--- config.mk ---
export PLATFORM = sky130hd
export DESIGN_NAME = stream_expr_evaluator
export DESIGN_NICKNAME = d
export VERILOG_FILES = /design/src/rtl/stream_expr_evaluator.sv
export SDC_FILE = /design/constraint.sdc
export NUM_CORES = 1
export LEC_CHECK = 0
export CAP_MARGIN = 5
export CORE_MARGIN = 1.5
export CORE_UTILIZATION = 42
export DETAILED_ROUTE_END_ITERATION = 10
export SYNTH_ARGS = -nofsm -noshare
export SYNTH_HDL_FRONTEND = slang
export SYNTH_SLANG_ARGS = --single-unit
--- constraint.sdc ---
create_clock -name CLK -period 20.9 [get_ports CLK]
set_input_delay 2.09 -clock CLK [delete_from_list [all_inputs] [get_ports CLK]]
set_output_delay 2.09 -clock CLK [all_outputs]
set_load 0.02 [all_outputs]
--- src/rtl/stream_expr_evaluator.sv ---
// stream_expr_evaluator
//   Streaming infix-expression evaluator. Accepts one token per handshake and
//   evaluates it in place with a shunting-yard scheme on a value stack and an
//   operator stack. Produces one WIDTH-bit result plus a 4-bit error code per
//   expression. Only one expression is in flight at a time.
//
// Ports
//   CLK, RST          clock, synchronous active-high reset
//   tok_valid/ready   token handshake; tok_is_op selects operator vs operand
//   tok_data          unsigned operand or ASCII operator code ( ) * + - /
//   tok_last          final token of the expression
//   res_valid/ready   result handshake; result/err are held until taken
//   result            expression value, 0 whenever err != 0
//   err               [0] overflow [1] underflow [2] div by zero [3] paren/opcode
//   busy              expression in progress
module stream_expr_evaluator #(
  parameter int unsigned WIDTH = 8,
  parameter int unsigned DEPTH = 11
) (
  input  logic             CLK,
  input  logic             RST,
  input  logic             tok_valid,
  output logic             tok_ready,
  input  logic             tok_is_op,
  input  logic [WIDTH-1:0] tok_data,
  input  logic             tok_last,
  output logic             res_valid,
  input  logic             res_ready,
  output logic [WIDTH-1:0] result,
  output logic [3:0]       err,
  output logic             busy
);

  localparam int unsigned PW = $clog2(DEPTH + 1);
  localparam int unsigned AW = (DEPTH > 1) ? $clog2(DEPTH) : 1;

  typedef enum logic [2:0] {
    S_IDLE, S_ACCEPT, S_REDUCE, S_FLUSH, S_DRAIN, S_DONE
  } state_e;

  // Internal operator encoding; C_BAD marks an undefined opcode.
  typedef enum logic [2:0] {
    C_BAD, C_LP, C_RP, C_MUL, C_ADD, C_SUB, C_DIV
  } op_e;

  // Stack/pending-register action selected for this cycle.
  typedef enum logic [2:0] {
    A_NONE, A_PUSH_VAL, A_PUSH_OP, A_POP_OP, A_REDUCE, A_LATCH, A_CLEAR
  } act_e;

  state_e           state;
  state_e           nxt_state;
  act_e             act;
  op_e              push_op;
  logic [3:0]       new_err;

  logic [WIDTH-1:0] val_stk [DEPTH];
  op_e              op_stk  [DEPTH];
  logic [PW-1:0]    vsp;
  logic [PW-1:0]    osp;

  op_e              pend_op;
  logic             pend_last;

  logic             xfer;
  op_e              tok_code;
  op_e              o_top;
  logic [WIDTH-1:0] v_top;
  logic [WIDTH-1:0] v_sec;
  logic [WIDTH-1:0] alu;
  logic [3:0]       red_err;

  function automatic op_e decode(input logic [WIDTH-1:0] d);
    op_e c;
    c = C_BAD;
    if (d == WIDTH'(40)) c = C_LP;
    if (d == WIDTH'(41)) c = C_RP;
    if (d == WIDTH'(42)) c = C_MUL;
    if (d == WIDTH'(43)) c = C_ADD;
    if (d == WIDTH'(45)) c = C_SUB;
    if (d == WIDTH'(47)) c = C_DIV;
    return c;
  endfunction

  // '(' has precedence 0 so a binary operator never reduces past it.
  function automatic logic [1:0] prec(input op_e c);
    logic [1:0] p;
    case (c)
      C_MUL, C_DIV: p = 2'd2;
      C_ADD, C_SUB: p = 2'd1;
      default:      p = 2'd0;
    endcase
    return p;
  endfunction

  assign xfer     = tok_valid & tok_ready;
  assign tok_code = decode(tok_data);

  // Stack tops; guarded so an empty stack never indexes out of range.
  assign o_top = (osp != '0)        ? op_stk[AW'(osp - PW'(1))]  : C_BAD;
  assign v_top = (vsp != '0)        ? val_stk[AW'(vsp - PW'(1))] : '0;
  assign v_sec = (vsp >= PW'(2))    ? val_stk[AW'(vsp - PW'(2))] : '0;

  // Reduction datapath: a op b with a = second entry, b = top entry.
  always_comb begin
    alu     = '0;
    red_err = '0;
    if (vsp < PW'(2)) red_err[1] = 1'b1;
    case (o_top)
      C_ADD: alu = v_sec + v_top;
      C_SUB: alu = v_sec - v_top;
      C_MUL: alu = v_sec * v_top;
      C_DIV: begin
        if (v_top == '0) begin
          if (vsp >= PW'(2)) red_err[2] = 1'b1;
        end else begin
          alu = v_sec / v_top;
        end
      end
      default: alu = '0;
    endcase
  end

  // Next-state / action decode.
  always_comb begin
    nxt_state = state;
    act       = A_NONE;
    new_err   = '0;
    push_op   = tok_code;
    case (state)
      S_IDLE: nxt_state = S_ACCEPT;

      S_ACCEPT: begin
        if (xfer) begin
          if (!tok_is_op) begin
            if (vsp == PW'(DEPTH)) new_err[0] = 1'b1;
            else                   act = A_PUSH_VAL;
          end else begin
            case (tok_code)
              C_LP: begin
                if (osp == PW'(DEPTH)) new_err[0] = 1'b1;
                else                   act = A_PUSH_OP;
              end
              C_RP: begin
                if (osp == '0)          new_err[3] = 1'b1;
                else if (o_top == C_LP) act = A_POP_OP;
                else                    act = A_LATCH;
              end
              C_MUL, C_ADD, C_SUB, C_DIV: begin
                if (osp != '0 && prec(o_top) >= prec(tok_code)) act = A_LATCH;
                else if (osp == PW'(DEPTH))                      new_err[0] = 1'b1;
                else                                             act = A_PUSH_OP;
              end
              default: new_err[3] = 1'b1;
            endcase
          end
          if (new_err != '0)      nxt_state = tok_last ? S_DONE : S_DRAIN;
          else if (act == A_LATCH) nxt_state = S_REDUCE;
          else if (tok_last)       nxt_state = S_FLUSH;
        end
      end

      // Reduce until the pending operator can be placed, then resume.
      S_REDUCE: begin
        push_op = pend_op;
        if (pend_op == C_RP) begin
          if (osp == '0)          new_err[3] = 1'b1;
          else if (o_top == C_LP) act = A_POP_OP;
          else                    act = A_REDUCE;
        end else if (osp == '0 || prec(o_top) < prec(pend_op)) begin
          if (osp == PW'(DEPTH)) new_err[0] = 1'b1;
          else                   act = A_PUSH_OP;
        end else begin
          act = A_REDUCE;
        end
        if (act == A_REDUCE) new_err = red_err;
        if (new_err != '0)        nxt_state = pend_last ? S_DONE : S_DRAIN;
        else if (act != A_REDUCE) nxt_state = pend_last ? S_FLUSH : S_ACCEPT;
      end

      S_FLUSH: begin
        if (osp == '0) begin
          if (vsp != PW'(1)) new_err[1] = 1'b1;
          nxt_state = S_DONE;
        end else if (o_top == C_LP) begin
          new_err[3] = 1'b1;
          nxt_state  = S_DONE;
        end else begin
          act     = A_REDUCE;
          new_err = red_err;
          if (red_err != '0) nxt_state = S_DONE;
        end
      end

      S_DRAIN: begin
        if (xfer && tok_last) nxt_state = S_DONE;
      end

      S_DONE: begin
        if (res_valid && res_ready) begin
          act       = A_CLEAR;
          nxt_state = S_ACCEPT;
        end
      end

      default: nxt_state = S_IDLE;
    endcase
  end

  // FSM state, stack pointers, pending operator and registered outputs.
  always_ff @(posedge CLK) begin
    if (RST) begin
      state     <= S_IDLE;
      vsp       <= '0;
      osp       <= '0;
      pend_op   <= C_BAD;
      pend_last <= 1'b0;
      tok_ready <= 1'b0;
      res_valid <= 1'b0;
      result    <= '0;
      err       <= '0;
      busy      <= 1'b0;
    end else begin
      state     <= nxt_state;
      tok_ready <= (nxt_state == S_ACCEPT) || (nxt_state == S_DRAIN);
      busy      <= !((nxt_state == S_IDLE) || (nxt_state == S_DONE));
      case (act)
        A_PUSH_VAL: vsp <= vsp + PW'(1);
        A_PUSH_OP:  osp <= osp + PW'(1);
        A_POP_OP:   osp <= osp - PW'(1);
        A_REDUCE: begin
          osp <= osp - PW'(1);
          if (!red_err[1]) vsp <= vsp - PW'(1);
        end
        A_LATCH: begin
          pend_op   <= tok_code;
          pend_last <= tok_last;
        end
        A_CLEAR: begin
          vsp <= '0;
          osp <= '0;
        end
        default: ;
      endcase
      if (act == A_CLEAR) begin
        err       <= '0;
        res_valid <= 1'b0;
        result    <= '0;
      end else begin
        err <= err | new_err;
        // Capture the result once, on entry to DONE.
        if (nxt_state == S_DONE && state != S_DONE) begin
          res_valid <= 1'b1;
          result    <= (((err | new_err) == 4'd0) && (vsp == PW'(1))) ? val_stk[0] : '0;
        end
      end
    end
  end

  // Stack storage; contents beyond the pointers are don't-care, so no reset.
  always_ff @(posedge CLK) begin
    if (act == A_PUSH_VAL)               val_stk[AW'(vsp)]            <= tok_data;
    if (act == A_REDUCE && !red_err[1])  val_stk[AW'(vsp - PW'(2))]   <= alu;
    if (act == A_PUSH_OP)                op_stk[AW'(osp)]             <= push_op;
  end

endmodule

==> summary.md, run 1 <==
| Metric | Value |
|---|---|
| Maxcap violations | 0 |
| Fin. Hold Viols | 0 |
| Initial antenna violation count | 0 |
| CTS sink cnt | 151 |
| Drt total wl | roughly 30000 µm |
| Synth Area in Adders | 11.2% |
| M1 GR Usage | 31.0% |
| Yosys reg bits | around 150 |
| Chip width | 166 µm |
| First-pass GRT wire length | 48000 µm |
| Synth Area in XOR/XNOR | 4.26% |
| Final Power | 1.43 mW |
| Final instance area | 0.0123 mm² |
| Seq/Total Area, Yosys | 37.9% |
| CP endpoint kind | flop |
| Post-DR vias/cell | 5.98 |
| Largest net degree at the start of global routing | 43 |
| Syn Nets | 1164 |
| Grt total ovfl | 0 |
| Hold WC Path Type | reg -> reg |
| Worst Max-Slew Pin Slew | about 1.2 ns |
| ANT cells | 0 |
| Placed Cells | 1385 |
| Mapped Avg Cell Area | 10.6 µm² |
| CP most frequent cell | o21a_1 |
| Number of cell rows | 59 |
| Postcts setup bufs | 0 |
| M3 GR Usage | 3.15% |
| PwrDens | between 100 and 150 mW/mm² |
| Post-synth ARST share | 0% |
| Root buffer cell | clkbuf_16 |
| H-tree depth | 4 |
| GR peak layer | met2 |
| GRT Util Overall | 22.5% |
| Yosys warns | 0 |
| Arrival @ worst endpoint | 15.93 ns |
| Critical path's largest stage delay | 0.78 ns |
| Synthesized area | 0.0112 mm² |
| Synth Flop Type | edfxtp_1 |
| Effective utilization at floorplan | 42.9% |
| Post-Route Setup TNS | 0 ns |
| Clock period minus worst slack | approximately 16 ns |
| CP max-delay cell | ha_1 |
| Simple-Gate Fraction of Synth Area | 14.8% |
| Status | completed |
| Routability cong. | about 0.89 |
| Largest family of logic cells by synthesized area | compound AO/OA/AOI/OAI gates |
| Fraction of layout cells with a size suffix above 1 | 11.7% |
| Ranking of synthesized cells by area | edfxtp_1 33%, ha_1 8.8%, mux4_2 7.7% |
| Post-CTS Hold Fix Bufs | 0 |
| Vias in the first global route | approximately 8400 |
| Count of buffers from port buffering | 28 |
| Resized Gates After CTS | 0 |
| Fin cells | 1417 |
| Fin. max-slew vios | 0 |
| CTS tree | done |
| Post-synthesis mux area share | 12.6% |
| Fillers | 2421 |
| Lkg Pwr | 4.58 nW |
| Clock Path Buffers | 2 |
| Setup Crit Path Kind | reg -> reg |
| Cell variety after synth | 94 |
| Synthesized instance count | about 1100 |
| RSZ-0062 raised after global routing | no |
| Fmax | 0.0627 GHz |
| Final Skew | 0.0181 ns |
| Crit share post-route | between 70% and 80% |
| Max FO, Critical Path | 25 |
| Final setup vio count | 0 |
| DP HPWL | 22600 µm |
| Num CTS Buffers | 17 |
| Fin util | approximately 47% |
| Post-route ant nets | 0 |
| Clk slew on worst S/H paths | 0.07 ns |
| Post-Place Cell Area | 0.0117 mm² |
| Detailed Routing Iterations Pass 1 | 5 |
| Post-synthesis compound-gate area fraction | 15.5% |
| Nets | roughly 1200 |
| Crit start category | flop |
| Worst vdd rail ir drop | 0.000333 V |
| EDFF count, synth | 121 |
| # IOs | 29 |
| Worst skew pair latency | 0.43 ns |
| Routed via count | 8469 |
| Core area | ~0.026 mm² |
| Critical Path RT | between 20 and 25 ns |
| 1st-iter DRT viols | 688 |
| Max-slew headroom | 22.5% |
| Area Growth Syn to Fin | 10.2% |
| Post-synth top area cell | edfxtp_1 |
| DRC | 0 |
| Post-synth top area share | 32.5% |
| Avg WL per Cell | 21.6 µm |
| Die height | 166 µm |
| Met2 Usage GRT | 36.3% |
| DIE AREA | 0.0276 mm² |
-- Yosys cell counts (all sizes together), types with 5 or more instances --
cell	n
a211o	5
a211oi	25
a21boi	5
a21o	19
a21oi	48
a221oi	6
a222oi	5
a22o	8
a311oi	5
a31oi	7
and2	10
and3	13
buf	23
clkbuf	25
dfxtp	30
edfxtp	121
fa	13
ha	79
inv	50
mux2	18
mux2i	35
mux4	38
nand2	79
nand2b	14
nand3	24
nor2	113
nor2b	16
nor3	28
nor3b	7
nor4	6
nor4b	5
o211ai	6
o21a	19
o21ai	29
o21bai	5
o22ai	5
or3	5
xnor2	30
xor2	20
-- layout make-up --
class / count / area [µm²] / area share, %
Inverter: 51 / 191 / 1.55
Timing Repair Buffer: 40 / 370 / 3.01
Tap cell: 335 / 419 / 3.40
Sequential cell: 151 / 4240 / 34.4
Multi-Input combinational cell: 808 / 6520 / 53.0
Clock buffer: 18 / 429 / 3.48
Clock inverter: 14 / 149 / 1.21
-- kinds of logic after synthesis --
logic type | count (synthesis)
compound gates | 236
xor+xnor | 51
fa+ha+maj | 92
buf+inv | 99
flops | 151
mux | 91
simple gates | 338
-- worst max-delay path: cells and delay by family, from the launching register on --
kind | cells | cell delay (ns)
AO/OA/AOI/OAI | 34 | 6.39
adder cells (fa/ha/maj) | 8 | 2.89
buffers and inverters | 4 | 1.57
AND/OR/NAND/NOR | 17 | 2.84
flip-flops | 1 | 0.31
multiplexers | 5 | 1.47
-- flip-flops by register name (all words and copies together) (netlist names) --
| signal | cells |
|---|---|
| busy | 1 |
| err | 4 |
| op_stk | 33 |
| osp | 4 |
| pend_last | 1 |
| pend_op | 3 |
| res_valid | 1 |
| result | 8 |
| state | 3 |
| tok_ready | 1 |
| val_stk | 88 |
| vsp | 4 |
-- power breakdown --
part / switching, mW / internal, mW
Sequential: 0.00174 / 0.325
Combinational: 0.412 / 0.380
Clock: 0.130 / 0.177
-- metal layers --
metal / part of all wire (%) / up-vias / routed length [µm]
met3: 5.1 / 47 / 1570
met4: 2.2 / 0 / 677
li1: - / 4008 / -
met5: 0 / - / 0
met2: 47 / 256 / 14300
met1: 46 / 4158 / 14200
-- cell usage in the layout (no fill, tap or decap), types with 28 or more instances in the layout --
cell / instances
nand2_1: 78
a21oi_1: 47
nor3_1: 28
inv_1: 48
edfxtp_1: 121
nor2_1: 110
mux2i_1: 35
clkdlybuf4s50_1: 28
ha_1: 79
mux4_2: 38
dfxtp_1: 29
xnor2_1: 29
-- per-stage QoR --
step	hold WS [ns]	setup slack, ns
floorplan	0.463	6.97
global placement	0.465	5.59
detailed placement	0.466	5.12
CTS	0.482	5.08
global route	0.510	3.68
finish	0.476	4.96
-- path summary, 6_finish.rpt --
| kind | from | end | slack [ns] | cells past startpoint |
|---|---|---|---|---|
| worst max-delay path | vsp[1]$_SDFFE_PP0P_ | val_stk[3][0]$_DFFE_PP_ | 4.96 | 68 |
| worst min-delay path | result[4]$_SDFFE_PP0P_ | result[4]$_SDFFE_PP0P_ | 0.48 | 1 |
| worst min register to register | result[4]$_SDFFE_PP0P_ | result[4]$_SDFFE_PP0P_ | 0.48 | 1 |
| worst max register to register | vsp[1]$_SDFFE_PP0P_ | val_stk[3][0]$_DFFE_PP_ | 4.96 | 68 |
(Power assumes the default switching activity.)
==> run 2, diff against run 1 <==
clock period = 13.4 ns   (was 20.9 ns; I/O delays follow)
==> run 2 against run 1 <==
Worst hold slack improved by 0.0060 ns. Wire length rose by 3.9%. Register-to-register slack got worse by 4.4 ns. Final cell count rose by 2.8%. Clock skew rose by 0.011 ns. Worst setup slack got worse by 4.4 ns. Die area did not move. Critical endpoint is now val_stk[2][0]$_DFFE_PP_.
==> summary.md, run 2 (synthesized netlist as in run 1, its figures left out) <==
| Metric | Value |
|---|---|
| CP most frequent cell | o21a_1 |
| 1st-iter DRT viols | 692 (+0.58%) |
| Nets | 1214 (+3.3%) |
| Clock Path Buffers | 2 (unchanged) |
| CTS sink cnt | 151 (unchanged) |
| Reg-to-Reg Start | vsp[1]$_SDFFE_PP0P_ |
| Dpl ws | -0.0748 ns (-5.19 ns) |
| Die height | 166 µm (unchanged) |
| Fmax | 0.0781 GHz (+25%) |
| CTS tree | done |
| Post-Route Setup TNS | 0 ns (unchanged) |
| H-tree depth | 4 (unchanged) |
| Fin cells | 1456 (+2.8%) |
| Avg WL per Cell | 21.9 µm (+1.1%) |
| Max FO, Critical Path | 12 (-52%) |
| Setup slack, reg-to-reg | 0.60 ns (-4.36 ns) |
| Worst skew pair latency | 0.44 ns (about the same) |
| Critical Path RT | 13.53 ns (-7.36 ns) |
| Fin. Hold Viols | 0 (unchanged) |
| Routability cong. | 0.908 (+2.1%) |
| Worst R2R Path Depth | 65 (-4.4%) |
| Crit start category | flop |
| Core area | 0.0261 mm² (unchanged) |
| Final Skew | 0.0295 ns (+0.0115 ns) |
| Hold WC Path Type | reg -> reg |
| Fin. max-slew vios | 0 (unchanged) |
| Crit. Startpoint | vsp[1]$_SDFFE_PP0P_ |
| Post-route ant nets | 0 (unchanged) |
| Fin worst setup slack | 0.601 ns (-4.36 ns) |
| Status | completed |
| DRC | 0 (unchanged) |
| Routed via count | 8748 (+3.3%) |
| Regs by FF count | val_stk x88, op_stk x33, result x8 |
| Area Growth Syn to Fin | 13.8% |
| Fraction of layout cells with a size suffix above 1 | 16.5% (+4.8 points) |
| Max-slew headroom | 24.1% (+1.6 points) |
| Chip width | 166 µm (unchanged) |
| ANT cells | 0 (unchanged) |
| Worst Max-Slew Pin Slew | 1.14 ns (-0.0119 ns) |
| Final Power | 2.35 mW (+65%) |
| Root buffer cell | clkbuf_16 |
| GRT Util Overall | 23.1% (+0.62 points) |
| Min-delay src | result[6]$_SDFFE_PP0P_ |
| Cells on Worst Hold Path | 1 (unchanged) |
| Clk slew on worst S/H paths | 0.07 ns (about the same) |
| Fillers | 2358 (-2.6%) |
| First-pass GRT wire length | 49200 µm (+2.6%) |
| PwrDens | 185 mW/mm² (+60%) |
| Critical path's largest stage delay | 0.50 ns (-0.28 ns) |
| Setup Crit Path Kind | reg -> reg |
| Crit share post-route | 95.5% (+19 points) |
| Lkg Pwr | 4.79 nW (+4.5%) |
| Worst vdd rail ir drop | 0.000580 V (+74%) |
| DIE AREA | 0.0276 mm² (unchanged) |
| Post-Place Cell Area | 0.0120 mm² (+2.1%) |
| Grt total ovfl | 0 (unchanged) |
| Final setup vio count | 0 (unchanged) |
| Num CTS Buffers | 17 (unchanged) |
| Count of buffers from port buffering | 28 (unchanged) |
| Top reg by flops | val_stk |
| Most common cell after layout, fill and taps aside | edfxtp_1 |
| Placed Cells | 1414 (+2.1%) |
| Drt total wl | 31900 µm (+3.9%) |
| Vias in the first global route | 8566 (+2.4%) |
| Most frequent cells in the layout | 121 x edfxtp_1, 108 x nor2_1, 78 x nand2_1, 77 x ha_1, 48 x inv_1 |
| Post-DR vias/cell | 6.01 (+0.53%) |
| Max reg flops | 88 (unchanged) |
| # IOs | 29 (unchanged) |
| Final instance area | 0.0127 mm² (+3.3%) |
| Number of cell rows | 59 (unchanged) |
| Arrival @ worst endpoint | 12.93 ns (-3.00 ns) |
| Largest net degree at the start of global routing | 26 (-40%) |
| CP max-delay cell | or4_1 |
| Initial antenna violation count | 0 (unchanged) |
| Maxcap violations | 0 (unchanged) |
| Clock period minus worst slack | 12.80 ns (-3.14 ns) |
| Effective utilization at floorplan | 42.9% (unchanged) |
| Post-CTS Hold Fix Bufs | 0 (unchanged) |
| Detailed Routing Iterations Pass 1 | 5 (unchanged) |
| DP HPWL | 23400 µm (+3.6%) |
| CP endpoint kind | flop |
[run 2: report_power, final]
part,total (mW),switching [mW],internal (mW)
clock,0.450,0.208,0.242
combinational,1.39,0.703,0.691
sequential,0.509,0.00298,0.506
total,2.35,0.914,1.44
[run 2: repair_timing]
action,in CTS,in global routing
setup buffers,0,8
cloned,0,2
gates resized for setup,1,27
pin swaps,0,9
endpoints found under the setup margin,11,11
[run 2: area by class of cell]
class / count / area, µm² / share of cell area [%]
Clock buffer: 18 / 429 / 3.37
Clock inverter: 14 / 114 / 0.895
Inverter: 51 / 191 / 1.51
Multi-Input combinational cell: 809 / 6630 / 52.1
Sequential cell: 151 / 4240 / 33.3
Tap cell: 335 / 419 / 3.30
Timing Repair Buffer: 78 / 697 / 5.48
[run 2: path summary, 6_finish.rpt]
| kind | to |
|---|---|
| max | val_stk[2][0]$_DFFE_PP_ |
| min | result[6]$_SDFFE_PP0P_ |
| max reg2reg | val_stk[2][0]$_DFFE_PP_ |
| min reg2reg | result[6]$_SDFFE_PP0P_ |
[run 2: metal layers]
| layer | routed length (µm) | track usage [%] | vias up |
|---|---|---|---|
| li1 | - | - | 4107 |
| met1 | 14600 | 32.5 | 4305 |
| met2 | 14800 | 36.8 | 285 |
| met3 | 1690 | 2.96 | 51 |
| met4 | 814 | 7.91 | 0 |
| met5 | 0 | 0 | - |
[run 2: worst max-delay path: cells and delay by family (launching register included)]
| family | cells | cell delay [ns] |
|---|---|---|
| AO/OA/AOI/OAI | 30 | 5.07 |
| AND/OR/NAND/NOR | 16 | 2.26 |
| adder cells (fa/ha/maj) | 8 | 2.22 |
| multiplexers | 5 | 1.52 |
| buffers and inverters | 5 | 0.95 |
| flip-flops | 1 | 0.33 |
| XOR/XNOR | 1 | 0.14 |
[run 2: stage by stage]
| step | utilization (%) | hold WS (ns) |
|---|---|---|
| floorplan | - | 0.463 |
| global placement | 46.0 | 0.463 |
| detailed placement | 46.0 | 0.463 |
| CTS | 48.1 | 0.483 |
| global route | 48.8 | 0.504 |
| finish | 48.8 | 0.482 |
